## config.mk

```make
export PLATFORM = sky130hd
export DESIGN_NAME = clk_div_multi
export DESIGN_NICKNAME = d
export VERILOG_FILES = /design/src/rtl/clk_div_multi.sv
export SDC_FILE = /design/constraint.sdc
export NUM_CORES = 1
export LEC_CHECK = 0
export CAP_MARGIN = 25
export CORE_UTILIZATION = 60
export DETAILED_ROUTE_END_ITERATION = 12
export GPL_TIMING_DRIVEN = 0
export PLACE_DENSITY = 0.85
export SETUP_SLACK_MARGIN = 0.15
export SLEW_MARGIN = 10
export SYNTH_ARGS = -nofsm -noshare
export SYNTH_HDL_FRONTEND = slang
export SYNTH_SLANG_ARGS = --single-unit
```

## constraint.sdc

```tcl
create_clock -name I_ref_clk -period 5.1 [get_ports I_ref_clk]
set_input_delay 1.02 -clock I_ref_clk [delete_from_list [all_inputs] [get_ports I_ref_clk]]
set_output_delay 1.02 -clock I_ref_clk [all_outputs]
set_load 0.05 [all_outputs]
```

## src/rtl/clk_div_multi.sv

```systemverilog
// Multi-channel programmable clock divider sharing one reference clock.
// Each channel divides by its active ratio and switches ratios only at period boundaries.
module clk_div_multi #(
    parameter int unsigned NUM_CH    = 4,
    parameter int unsigned RATIO_WD  = 8,
    parameter int unsigned DEF_RATIO = 2
) (
    input  logic                         I_ref_clk,
    input  logic                         I_rst,
    input  logic [NUM_CH-1:0]            I_clk_en,
    input  logic [NUM_CH*RATIO_WD-1:0]   I_div_ratio,
    input  logic [NUM_CH-1:0]            I_ratio_load,
    input  logic                         I_sync,
    output logic [NUM_CH-1:0]            O_div_clk,
    output logic [NUM_CH-1:0]            O_tick,
    output logic [NUM_CH-1:0]            O_ratio_busy
);

    localparam int unsigned HW = RATIO_WD + 1;

    for (genvar k = 0; k < NUM_CH; k++) begin : g_ch
        logic [RATIO_WD-1:0] ratio_q;
        logic [RATIO_WD-1:0] ratio_d;
        logic [RATIO_WD-1:0] pend_q;
        logic [RATIO_WD-1:0] pend_d;
        logic                pend_vld_q;
        logic                pend_vld_d;
        logic [RATIO_WD-1:0] cnt_q;
        logic [RATIO_WD-1:0] cnt_d;
        logic                run_q;
        logic [RATIO_WD-1:0] slice;
        logic                at_end;
        logic                boundary;
        logic [HW-1:0]       half;

        assign slice    = I_div_ratio[k*RATIO_WD +: RATIO_WD];
        assign at_end   = (ratio_q >= RATIO_WD'(2)) && (cnt_q == ratio_q - RATIO_WD'(1));
        assign boundary = at_end || !run_q || (ratio_q <= RATIO_WD'(1)) || I_sync;

        // Ratio changes land only on a boundary, so every new period starts clean
        always_comb begin
            ratio_d    = ratio_q;
            pend_d     = pend_q;
            pend_vld_d = pend_vld_q;
            cnt_d      = cnt_q + RATIO_WD'(1);
            if (boundary || !I_clk_en[k]) begin
                cnt_d = '0;
            end
            if (I_ratio_load[k]) begin
                if (boundary) begin
                    ratio_d    = slice;
                    pend_vld_d = 1'b0;
                end else begin
                    pend_d     = slice;
                    pend_vld_d = 1'b1;
                end
            end else if (boundary && pend_vld_q) begin
                ratio_d    = pend_q;
                pend_vld_d = 1'b0;
            end
        end

        always_ff @(posedge I_ref_clk) begin
            if (I_rst) begin
                ratio_q    <= RATIO_WD'(DEF_RATIO);
                pend_q     <= '0;
                pend_vld_q <= 1'b0;
                cnt_q      <= '0;
                run_q      <= 1'b0;
            end else begin
                ratio_q    <= ratio_d;
                pend_q     <= pend_d;
                pend_vld_q <= pend_vld_d;
                cnt_q      <= cnt_d;
                run_q      <= I_clk_en[k];
            end
        end

        // Half-period in one extra bit so R at full scale cannot wrap
        assign half = (HW'(ratio_q) + HW'(1)) >> 1;

        assign O_div_clk[k]    = run_q && ((ratio_q == RATIO_WD'(1)) ? I_ref_clk
                                          : ((ratio_q >= RATIO_WD'(2)) && (HW'(cnt_q) < half)));
        assign O_tick[k]       = run_q && (ratio_q != '0) && (cnt_q == '0);
        assign O_ratio_busy[k] = pend_vld_q;
    end

endmodule

```

[Word level (Yosys, flattened, before mapping)]
Cells that the tools add are included.
Storage, ports and cells
  flip-flop bits (word level): 104
  latch bits: 0
  bits in writable memories: 0
  bits in read-only memories: 0
  bits of input ports: 43
  output and inout bits: 12
  logic and storage cells: 160
  memories: 0
Operators by class
  add/subtract/negate cells: 12
  multipliers: 0
  div/mod/pow operators: 0
  order comparisons: 12
  equal/unequal tests: 12
  shifts and indexed selects: 0
  mux-type cells: 28
  bitwise operators: 4
  reductions and logical operators: 72
Operators by type and width (number)
  8-bit two-way mux: 12
  8-bit by 1-bit adder with 9-bit output (second input constant): 4
  8-bit by 1-bit adder with 8-bit output (second input constant): 4
  8-bit by 1-bit == test with 1-bit output (second input constant): 4
  8-bit == test: 4
  8-bit by 2-bit >= comparator with 1-bit output (second input constant): 4
  8-bit by 1-bit less-or-equal comparator with 1-bit output (second input constant): 4
  8-bit logical NOT: 4
  8-bit less-than comparator: 4
  8-bit nonzero test: 4
  8-bit by 1-bit subtractor with 8-bit output (second input constant): 4
  1-bit logical AND: 24
  1-bit logical OR: 16
  1-bit two-way mux: 16
  2-bit AND reduction: 8
  1-bit logical NOT: 8
  2-bit by 1-bit != test with 1-bit output (second input constant): 4
  2-bit nonzero test: 4
  2-bit OR reduction: 4
  1-bit inverter: 4

[Longest topological paths before layout]
Gate-level depths: netlist of run 1.
  depth after elaboration: 9
  mapped depth: 12
  mapped depth without buffers: 11

==> results of run 1 <==
==> kinds of logic after synthesis <==
| family | count (synthesis) |
|---|---|
| AO/OA/AOI/OAI | 154 |
| multiplexers | 56 |
| AND/OR/NAND/NOR | 277 |
| adder cells (fa/ha/maj) | 56 |
| XOR/XNOR | 82 |
| buffers and inverters | 92 |
| flip-flops | 104 |
==> critical path, stage by stage <==
cell and delay [ns]:
clkbuf_16 0.12, clkbuf_16 0.13, clkbuf_16 0.14, clkbuf_16 0.14
and3_4 0.14, clkbuf_16 0.14, clkbuf_16 0.14, o21ai_4 0.13
a21oi_2 0.06, buf_6 0.17
==> stage by stage <==
stage / setup slack (ns) / utilization
floorplan: 0.9965 / -
global placement: 0.5116 / 0.6761
detailed placement: 0.5102 / 0.6761
CTS: 0.2027 / 0.7257
global route: 0.1933 / 0.7257
finish: 0.2094 / 0.7257
==> layout by cell type, fill, tap and decap left out, types with 35 or more instances in the layout <==
master           netlist  routed
xor2_1                47      47
ha_1                  56      56
a21oi_1               44      43
nor2_1                58      58
dfxtp_1              104     104
clkbuf_1              33      35
mux2i_1               48      48
nand3_1               42      42
nand2_1               74      74
clkdlybuf4s50_1        0      49
==> layout make-up <==
cell class                 instances  area share
multi-input combinational        625      0.5482
sequential                       104      0.2524
clock buffer                      24     0.06005
timing repair buffer              49     0.05945
buffer                            58     0.03306
tap                              143     0.02169
inverter                          34     0.01547
clock inverter                     7    0.009706
==> metal layers <==
metal | share of wire | global-route usage | wire length [µm]
met5 | 0 | 0 | 0
met4 | 0.025 | 0.1610 | 422
met3 | 0.051 | 0.08773 | 874
met2 | 0.49 | 0.4938 | 8293
met1 | 0.44 | 0.3551 | 7460
==> sequential cells by signal, summed over array words and instances, names as in the netlist <==
name	cells
g_ch.ratio_q	32
g_ch.run_q	4
g_ch.pend_vld_q	4
g_ch.cnt_q	32
g_ch.pend_q	32
==> how the worst max path moves through the flow <==
stage	start	end	slack, ns
after floorplan	I_ref_clk	O_div_clk[2]	1.0
after global placement	I_ref_clk	O_div_clk[2]	0.51
final	I_ref_clk	O_div_clk[2]	0.21
after global routing	I_ref_clk	O_div_clk[2]	0.19
after detailed placement	I_ref_clk	O_div_clk[2]	0.51
after CTS	I_ref_clk	O_div_clk[2]	0.20
==> power by group <==
| part | leakage (nW) | switching (W) | internal, W | total, W |
|---|---|---|---|---|
| registers | 0.847 | 0.0000245 | 0.000839 | 0.000863 |
| logic | 2.22 | 0.000221 | 0.000171 | 0.000392 |
| clock network | 0.312 | 0.000432 | 0.000563 | 0.000995 |
==> what timing repair did <==
| item | in CTS | in global routing |
|---|---|---|
| hold endpoints to repair | 0 | 0 |
| gates resized for setup | 17 | 0 |
| setup endpoints to repair | 4 | 0 |
==> metrics.yaml, run 1 <==
outcome:
  status: "finished, final reports clean"
sta:
  finalSetupViolCount: 0
  whs_ns: 0.4607
  grt_setup_unrepaired: "no"
  finalHoldViolCount: 0
  relSlewSlack: 0.4797
  finClkSkew_ns: 0.01187
  tightestPinTransition_ns: 0.7733
  slew_viol_final: 0
  tns_ns: 0
detailed_routing:
  firstDrtPassIters: 5
  drt_wl_total_mm: 17.05
  wl_per_cell_um: 16.33
  viasPerCell: 5.915
  drt_iter0_drc: 401
  routed-via-count: 6175
  drtAntennaViolNets: 0
  drc: 0
die:
  start_util: 0.6137
  core.rowCount: 39
  ioPinCount: 55
  core_um2: 11370
  die_area_um2: 12060
  die_width_um: 109.8
  die_y_um: 109.8
yosys:
  synth-seq-cells: 104
  synth_area_um2: 6978
  synth_edf_count: 0
  synthSimpleGateAreaFrac: 0.2015
  synth.mux.area_fraction: 0.08176
  ys.flop_type: "dfxtp_1"
  synthArstFlopShare: 0
  syn_nets: 920
  synth.avg_cell_area_um2: 8.499
  synthCells: 821
  synth_common_cells: "dfxtp_1 (104), nand2_1 (74), nor2_1 (58)"
  synthAdderAreaFrac: 0.1004
  synth.top_cells.by_area: "dfxtp_1 (30%), ha_1 (10%), mux2i_1 (6.9%)"
  ys_warn_count: 0
  synth_compound_area_frac: 0.1556
  synth_top_family_by_area: "simple AND/OR/NAND/NOR gates"
  ys_types: 71
  synth.largest_area_cell: "dfxtp_1"
  synth_xor_area_frac: 0.1049
  synth_most_common_cell: "dfxtp_1"
  synth-seq-area-share: 0.2984
  yosysTopAreaCellShare: 0.2984
cts:
  cts_tree: "built"
  worstSkewPairLatency_ns: 0.48
  path_clk_slew_ns: 0.08
  hold_buffers: 0
  postCtsSetupRepairBufs: 0
setup_path:
  worstSetupPathType: "clk -> out"
  endpoint_kind: "output pin"
  crit_required_ns: 4.08
  cp_max_fo: 3
  r2r_end: "g_ch[2].ratio_q[1]"
  r2r_setup_slack_ns: 2.03
  arrival_ns: 3.87
  reg2reg_depth: 9
  regToRegStartpoint: "g_ch[2].ratio_q[1]"
  startpoint_type: "clock port"
global_route:
  overflow: 0
  antenna_found_initial: 0
  grt_pass1_wl_mm: 27.72
  grt_pass1_vias: 5884
  grt_max_degree: 22
  grt_usage: 0.3017
worst_hold_path:
  worstHoldPathType: "reg -> reg"
  min_from: "g_ch[0].pend_q[1]"
  hold_end: "g_ch[0].pend_q[1]"
  hold_depth: 2
final_layout:
  area_growth_pct: 18.24
  drive_gt1_frac: 0.08879
  final_cell_area_um2: 8250
  antenna_cells: 0
  stdcell_count: 1044
  nNetsFinal: 993
  ff_latch_area_um2: 2082
  fill_cells: 853
  multiInputGateArea_um2: 4523
pwr:
  p_leak_nw: 3.374
  power_w: 0.002250
  peakVddDrop_v: 0.0002194
  pwr_density_cell_nw_per_um2: 272.7
placement:
  dp_cells: 1017
  portBuffers: 53
  place_congestion: 0.8960
  hpwl_mm: 11.72
  placed_cell_area_um2: 7687
job:
  max_cap_viol_count: 0
(Power assumes the default switching activity.)
==> inputs of run 2 (changes only) <==
--- a/config.mk
+++ b/config.mk
@@ -9,7 +9,7 @@
 export CORE_UTILIZATION = 60
 export DETAILED_ROUTE_END_ITERATION = 12
 export GPL_TIMING_DRIVEN = 0
-export PLACE_DENSITY = 0.85
+export PLACE_DENSITY = 0.88
 export SETUP_SLACK_MARGIN = 0.15
 export SLEW_MARGIN = 10
 export SYNTH_ARGS = -nofsm -noshare
==> metrics.yaml, run 2 (synthesis results as in run 1) <==
outcome:
  status: "finished, final reports clean"  # unchanged
die:
  start_util: 0.6137  # unchanged
  ioPinCount: 55  # unchanged
  core.rowCount: 39  # unchanged
  core_um2: 11370  # unchanged
  die_y_um: 109.8  # unchanged
  die_area_um2: 12060  # unchanged
  die_width_um: 109.8  # unchanged
pwr:
  peakVddDrop_v: 0.0001907  # was 0.0002194 V
  p_leak_nw: 3.376  # was 3.374 nW
  pwr_density_cell_nw_per_um2: 276.2  # was 272.7 nW/µm²
sta:
  worst_slack_ns: 0.2121  # was 0.2094 ns
  finalHoldViolCount: 0  # unchanged
  finClkSkew_ns: 0.008197  # was 0.01187 ns
  relSlewSlack: 0.5052  # was 0.4797
  grt_setup_unrepaired: "no"  # unchanged
  finalSetupViolCount: 0  # unchanged
  tightestPinTransition_ns: 0.7422  # was 0.7733 ns
  slew_viol_final: 0  # unchanged
  tns_ns: 0  # unchanged
final_layout:
  antenna_cells: 0  # unchanged
  area_growth_pct: 18.16  # was 18.24%
  layout_commonest_cell: "dfxtp_1"  # unchanged
  multiInputGateArea_um2: 4516  # was 4523 µm²
  stdcell_count: 1044  # unchanged
  final_cell_mix: "dfxtp_1 (104), nand2_1 (74), nor2_1 (58)"  # unchanged
  drive_gt1_frac: 0.08768  # was 0.08879
  nNetsFinal: 993  # unchanged
  top_regs: "g_ch.cnt_q (32), g_ch.pend_q (32), g_ch.ratio_q (32)"  # unchanged
  fill_cells: 826  # was 853
  ff_latch_area_um2: 2082  # unchanged
cts:
  worstSkewPairLatency_ns: 0.47  # was 0.48 ns
  path_clk_slew_ns: 0.07  # was 0.08 ns
  postCtsSetupRepairBufs: 0  # unchanged
  cts_tree: "built"  # unchanged
worst_hold_path:
  worstHoldPathType: "reg -> reg"  # unchanged
  hold_depth: 2  # unchanged
detailed_routing:
  firstDrtPassIters: 4  # was 5
  drt_wl_total_mm: 17.58  # was 17.05 mm
  drc: 0  # unchanged
  wl_per_cell_um: 16.84  # was 16.33 µm
  viasPerCell: 6.005  # was 5.915
  routed-via-count: 6269  # was 6175
  drt_iter0_drc: 395  # was 401
  drtAntennaViolNets: 0  # unchanged
placement:
  hpwl_mm: 12.11  # was 11.72 mm
  pre_cts_ws_ns: 0.5131  # was 0.5102 ns
  dp_cells: 1017  # unchanged
  place_congestion: 0.8919  # was 0.8960
  portBuffers: 53  # unchanged
setup_path:
  cp_max_fo: 3  # unchanged
  startpoint_type: "clock port"  # unchanged
  arrival_ns: 3.87  # about the same
  endpoint_kind: "output pin"  # unchanged
  crit_required_ns: 4.08  # about the same
  worstSetupPathType: "clk -> out"  # unchanged
  reg2reg_depth: 9  # unchanged
global_route:
  grt_max_degree: 17  # was 22
  grt_pass1_vias: 5980  # was 5884
  overflow: 0  # unchanged
  grt_pass1_wl_mm: 28.28  # was 27.72 mm
  grt_usage: 0.3105  # was 0.3017
  antenna_found_initial: 0  # unchanged
job:
  max_cap_viol_count: 0  # unchanged
-- run 2: what timing repair did --
action	in CTS	in global routing
setup endpoints to repair	4	0
hold buffers	0	0
gates resized for setup	16	0
-- run 2: area by class of cell --
cell class              instances  share of cell area
multi-input cells             625              0.5476
flip-flops and latches        104              0.2525
clock buffers                  27             0.06388
repair buffers                 49             0.05948
plain buffers                  58             0.03308
well taps                     143             0.02170
inverters                      34             0.01548
clock inverters                 4            0.006222
-- run 2: power by group --
group | internal [W] | switching (W) | total [W]
Sequential | 0.000839 | 0.0000244 | 0.000864
Clock | 0.000622 | 0.000399 | 0.00102
Combinational | 0.000171 | 0.000222 | 0.000393
Total | 0.00163 | 0.000645 | 0.00228
-- run 2: worst max-delay path: stages --
cell and delay (ns):
clkbuf_16 0.12, clkbuf_16 0.13, clkbuf_16 0.14, clkbuf_16 0.15, and3_4 0.15, clkbuf_16 0.15
clkbuf_16 0.14, nor2b_4 0.11, a21oi_2 0.07, buf_6 0.16
-- run 2: path summary, 6_finish.rpt --
path | start | slack (ns) | to
hold reg to reg | g_ch[0].pend_q[1] | 0.46 | g_ch[0].pend_q[1]
hold / removal | g_ch[0].pend_q[1] | 0.46 | g_ch[0].pend_q[1]
setup / recovery | I_ref_clk | 0.21 | O_div_clk[2]
setup reg to reg | g_ch[3].ratio_q[0] | 1.97 | g_ch[3].ratio_q[7]
-- run 2: metrics by stage --
stage	total power (W)	hold slack [ns]	area (µm²)	util
finish	0.002277	0.4628	8245	0.7252
global route	0.002360	0.4766	8245	0.7252
CTS	0.002283	0.4594	8245	0.7252
detailed placement	0.001278	0.4496	7687	0.6761
global placement	0.001267	0.4389	7687	0.6761
floorplan	0.001163	0.4302	6978	-
-- run 2: per-layer routing --
metal  vias up  track usage  wire (µm)
met4         0       0.1895        665
met3        68      0.08536        918
met1      2966       0.3707       7744
met2       191       0.4946       8252
li1       3044            -          -
met5         -            0          0
==> inputs of run 3 (changes only) <==
--- a/config.mk
+++ b/config.mk
@@ -5,11 +5,13 @@
 export SDC_FILE = /design/constraint.sdc
 export NUM_CORES = 1
 export LEC_CHECK = 0
+export ABC_AREA = 1
 export CAP_MARGIN = 25
 export CORE_UTILIZATION = 60
+export CTS_BUF_LIST = sky130_fd_sc_hd__clkbuf_8
 export DETAILED_ROUTE_END_ITERATION = 12
 export GPL_TIMING_DRIVEN = 0
-export PLACE_DENSITY = 0.88
+export PLACE_DENSITY = 0.87
 export SETUP_SLACK_MARGIN = 0.15
 export SLEW_MARGIN = 10
 export SYNTH_ARGS = -nofsm -noshare
==> metrics.yaml, run 3 <==
outcome:
  status: "finished, final reports clean"  # unchanged
sta:
  tightestPinTransition_ns: 0.5380  # was 0.7422 ns
  finClkSkew_ns: 0.01207  # was 0.008197 ns
  grt_setup_unrepaired: "no"  # unchanged
  relSlewSlack: 0.6413  # was 0.5052
  tns_ns: 0  # unchanged
  finalHoldViolCount: 0  # unchanged
  slew_viol_final: 0  # unchanged
  finalSetupViolCount: 0  # unchanged
global_route:
  overflow: 0  # unchanged
  grt_pass1_vias: 6367  # was 5980
  grt_usage: 0.2700  # was 0.3105
  antenna_found_initial: 1  # was 0
  grt_pass1_wl_mm: 28.06  # was 28.28 mm
  grt_max_degree: 19  # was 17
yosys:
  synth_area_um2: 7408  # was 6978 µm²
  synth_most_common_cell: "nand2_1"  # was dfxtp_1
  ys.flop_type: "dfxtp_1"  # unchanged
  yosysTopAreaCellShare: 0.2810  # was 0.2984
  synthCells: 1150  # was 821
  synthArstFlopShare: 0  # unchanged
  ys_types: 38  # was 71
  synth_edf_count: 0  # unchanged
  synth-seq-cells: 104  # unchanged
  synth.top_cells.by_area: "dfxtp_1 (28%), nand2_1 (16%), nor2_1 (11%)"  # was dfxtp_1 (30%), ha_1 (10%), mux2i_1 (6.9%)
  synth-seq-area-share: 0.2810  # was 0.2984
  syn_nets: 1249  # was 920
  synth_common_cells: "nand2_1 (314), nor2_1 (214), inv_1 (132)"  # was dfxtp_1 (104), nand2_1 (74), nor2_1 (58)
  synth.largest_area_cell: "dfxtp_1"  # unchanged
  ys_warn_count: 0  # unchanged
  synth.avg_cell_area_um2: 6.442  # was 8.499 µm²
setup_path:
  endpoint_kind: "output pin"  # unchanged
  startpoint_type: "clock port"  # unchanged
  cp_max_fo: 3  # unchanged
  slowest_stage: "clkdlybuf4s50_1"  # was buf_6
  arrival_ns: 3.78  # was 3.87 ns
  worstSetupPathType: "clk -> out"  # unchanged
  slowest_delay_ns: 0.70  # was 0.16 ns
  crit_required_ns: 4.08  # about the same
  crit_chain: "clkbuf_8, clkbuf_8, o21ai_0, a21oi_1, clkdlybuf4s50_1"  # was clkbuf_16, clkbuf_16, clkbuf_16, clkbuf_16, and3_4, clkbuf_16, clkbuf_16, nor2b_4, a21oi_2, buf_6
  reg2reg_depth: 15  # was 9
  cp_common_cell: "clkbuf_8"  # was clkbuf_16
cts:
  cts_tree: "built"  # unchanged
  hold_buffers: 0  # unchanged
  path_clk_slew_ns: 0.10  # was 0.07 ns
  postCtsSetupRepairBufs: 0  # unchanged
  worstSkewPairLatency_ns: 0.50  # was 0.47 ns
detailed_routing:
  viasPerCell: 5.119  # was 6.005
  firstDrtPassIters: 5  # was 4
  drc: 0  # unchanged
  drtAntennaViolNets: 0  # unchanged
  routed-via-count: 7003  # was 6269
  wl_per_cell_um: 12.15  # was 16.84 µm
  drt_wl_total_mm: 16.62  # was 17.58 mm
  drt_iter0_drc: 458  # was 395
placement:
  hpwl_mm: 12.59  # was 12.11 mm
  portBuffers: 50  # was 53
  place_congestion: 0.9135  # was 0.8919
final_layout:
  multiInputGateArea_um2: 4551  # was 4516 µm²
  nNetsFinal: 1314  # was 993
  area_growth_pct: 13.43  # was 18.16%
  fill_cells: 1014  # was 826
  layout_commonest_cell: "nand2_1"  # was dfxtp_1
  fin_util: 0.6996  # was 0.7252
  final_cell_mix: "nand2_1 (314), nor2_1 (214), inv_1 (132)"  # was dfxtp_1 (104), nand2_1 (74), nor2_1 (58)
  drive_gt1_frac: 0.09508  # was 0.08768
  ff_latch_area_um2: 2082  # unchanged
  top_regs: "g_ch.cnt_q (32), g_ch.pend_q (32), g_ch.ratio_q (32)"  # unchanged
pwr:
  pwr_density_cell_nw_per_um2: 250.0  # was 276.2 nW/µm²
  p_leak_nw: 4.100  # was 3.376 nW
  peakVddDrop_v: 0.0001684  # was 0.0001907 V
die:
  die_y_um: 113.1  # was 109.8 µm
  die_width_um: 113.1  # was 109.8 µm
  core.rowCount: 40  # was 39
  core_um2: 12010  # was 11370 µm²
  start_util: 0.6168  # was 0.6137
  die_area_um2: 12800  # was 12060 µm²
  ioPinCount: 55  # unchanged
job:
  max_cap_viol_count: 0  # unchanged
worst_hold_path:
  worstHoldPathType: "reg -> reg"  # unchanged
  hold_depth: 1  # was 2
run 3: worst paths after layout:
kind | from | to | slack [ns]
worst max-delay path | I_ref_clk | O_div_clk[0] | 0.30
worst min register to register | g_ch[1].cnt_q[0] | g_ch[1].cnt_q[0] | 0.49
worst max register to register | g_ch[1].ratio_q[1] | g_ch[1].pend_q[6] | 2.84
worst min-delay path | g_ch[1].cnt_q[0] | g_ch[1].cnt_q[0] | 0.49
run 3: area by class of cell:
class                   count  share of cell area
multi-input cells         867              0.5415
repair buffers             46             0.05479
flip-flops and latches    104              0.2478
well taps                 147             0.02189
diodes                      1           0.0002978
clock buffers              17             0.02635
plain buffers              37             0.02889
clock inverters             7             0.01504
inverters                 142             0.06343
run 3: power by group:
group,total (W),leakage (nW),internal (W),switching (W)
registers,0.000882,0.849,0.000846,0.0000357
logic,0.000450,3.06,0.000174,0.000276
clock network,0.000769,0.191,0.000406,0.000364
run 3: through the flow:
stage | cells | power (W) | worst slack, ns | hold WS, ns | cell area, µm²
3_5_place_dp | 1347 | 0.001360 | 0.6471 | 0.4749 | 8093
4_1_cts | 1367 | 0.002108 | 0.2655 | 0.4988 | 8398
5_1_grt | 1368 | 0.002206 | 0.2466 | 0.5250 | 8403
6_report | 1368 | 0.002101 | 0.3011 | 0.4884 | 8403
3_3_place_gp | 1347 | 0.001349 | 0.6480 | 0.4644 | 8093
2_1_floorplan | 1150 | 0.001237 | 0.8994 | 0.4380 | 7408
run 3: kinds of logic (layout without fill, tap and decap cells):
kind of cell,after synthesis,count (layout),share of synthesized area
other,0,1,0
AOI/OAI and AO/OA,82,82,0.06300
buffers and inverters,179,249,0.1047
DFF,104,104,0.2810
and+or+nand+nor,674,674,0.3917
xor gates and xnor gates,55,55,0.06502
adders and majority gates,56,56,0.09458
run 3: layer usage:
layer,track usage,wire [µm]
met2,0.4294,7419
met5,0,0
met1,0.3560,7927
met4,0.1219,452
met3,0.05035,822
run 3: worst max-delay path, delay by kind of cell:
kind / cells / cell delay (ns)
buf+inv: 3 / 0.96
compound gates: 2 / 0.27
run 3: repair_timing:
item	4_1_cts	5_1_grt
gates resized for setup	0	1
endpoints found under the setup margin	0	1
hold endpoints to repair	0	0
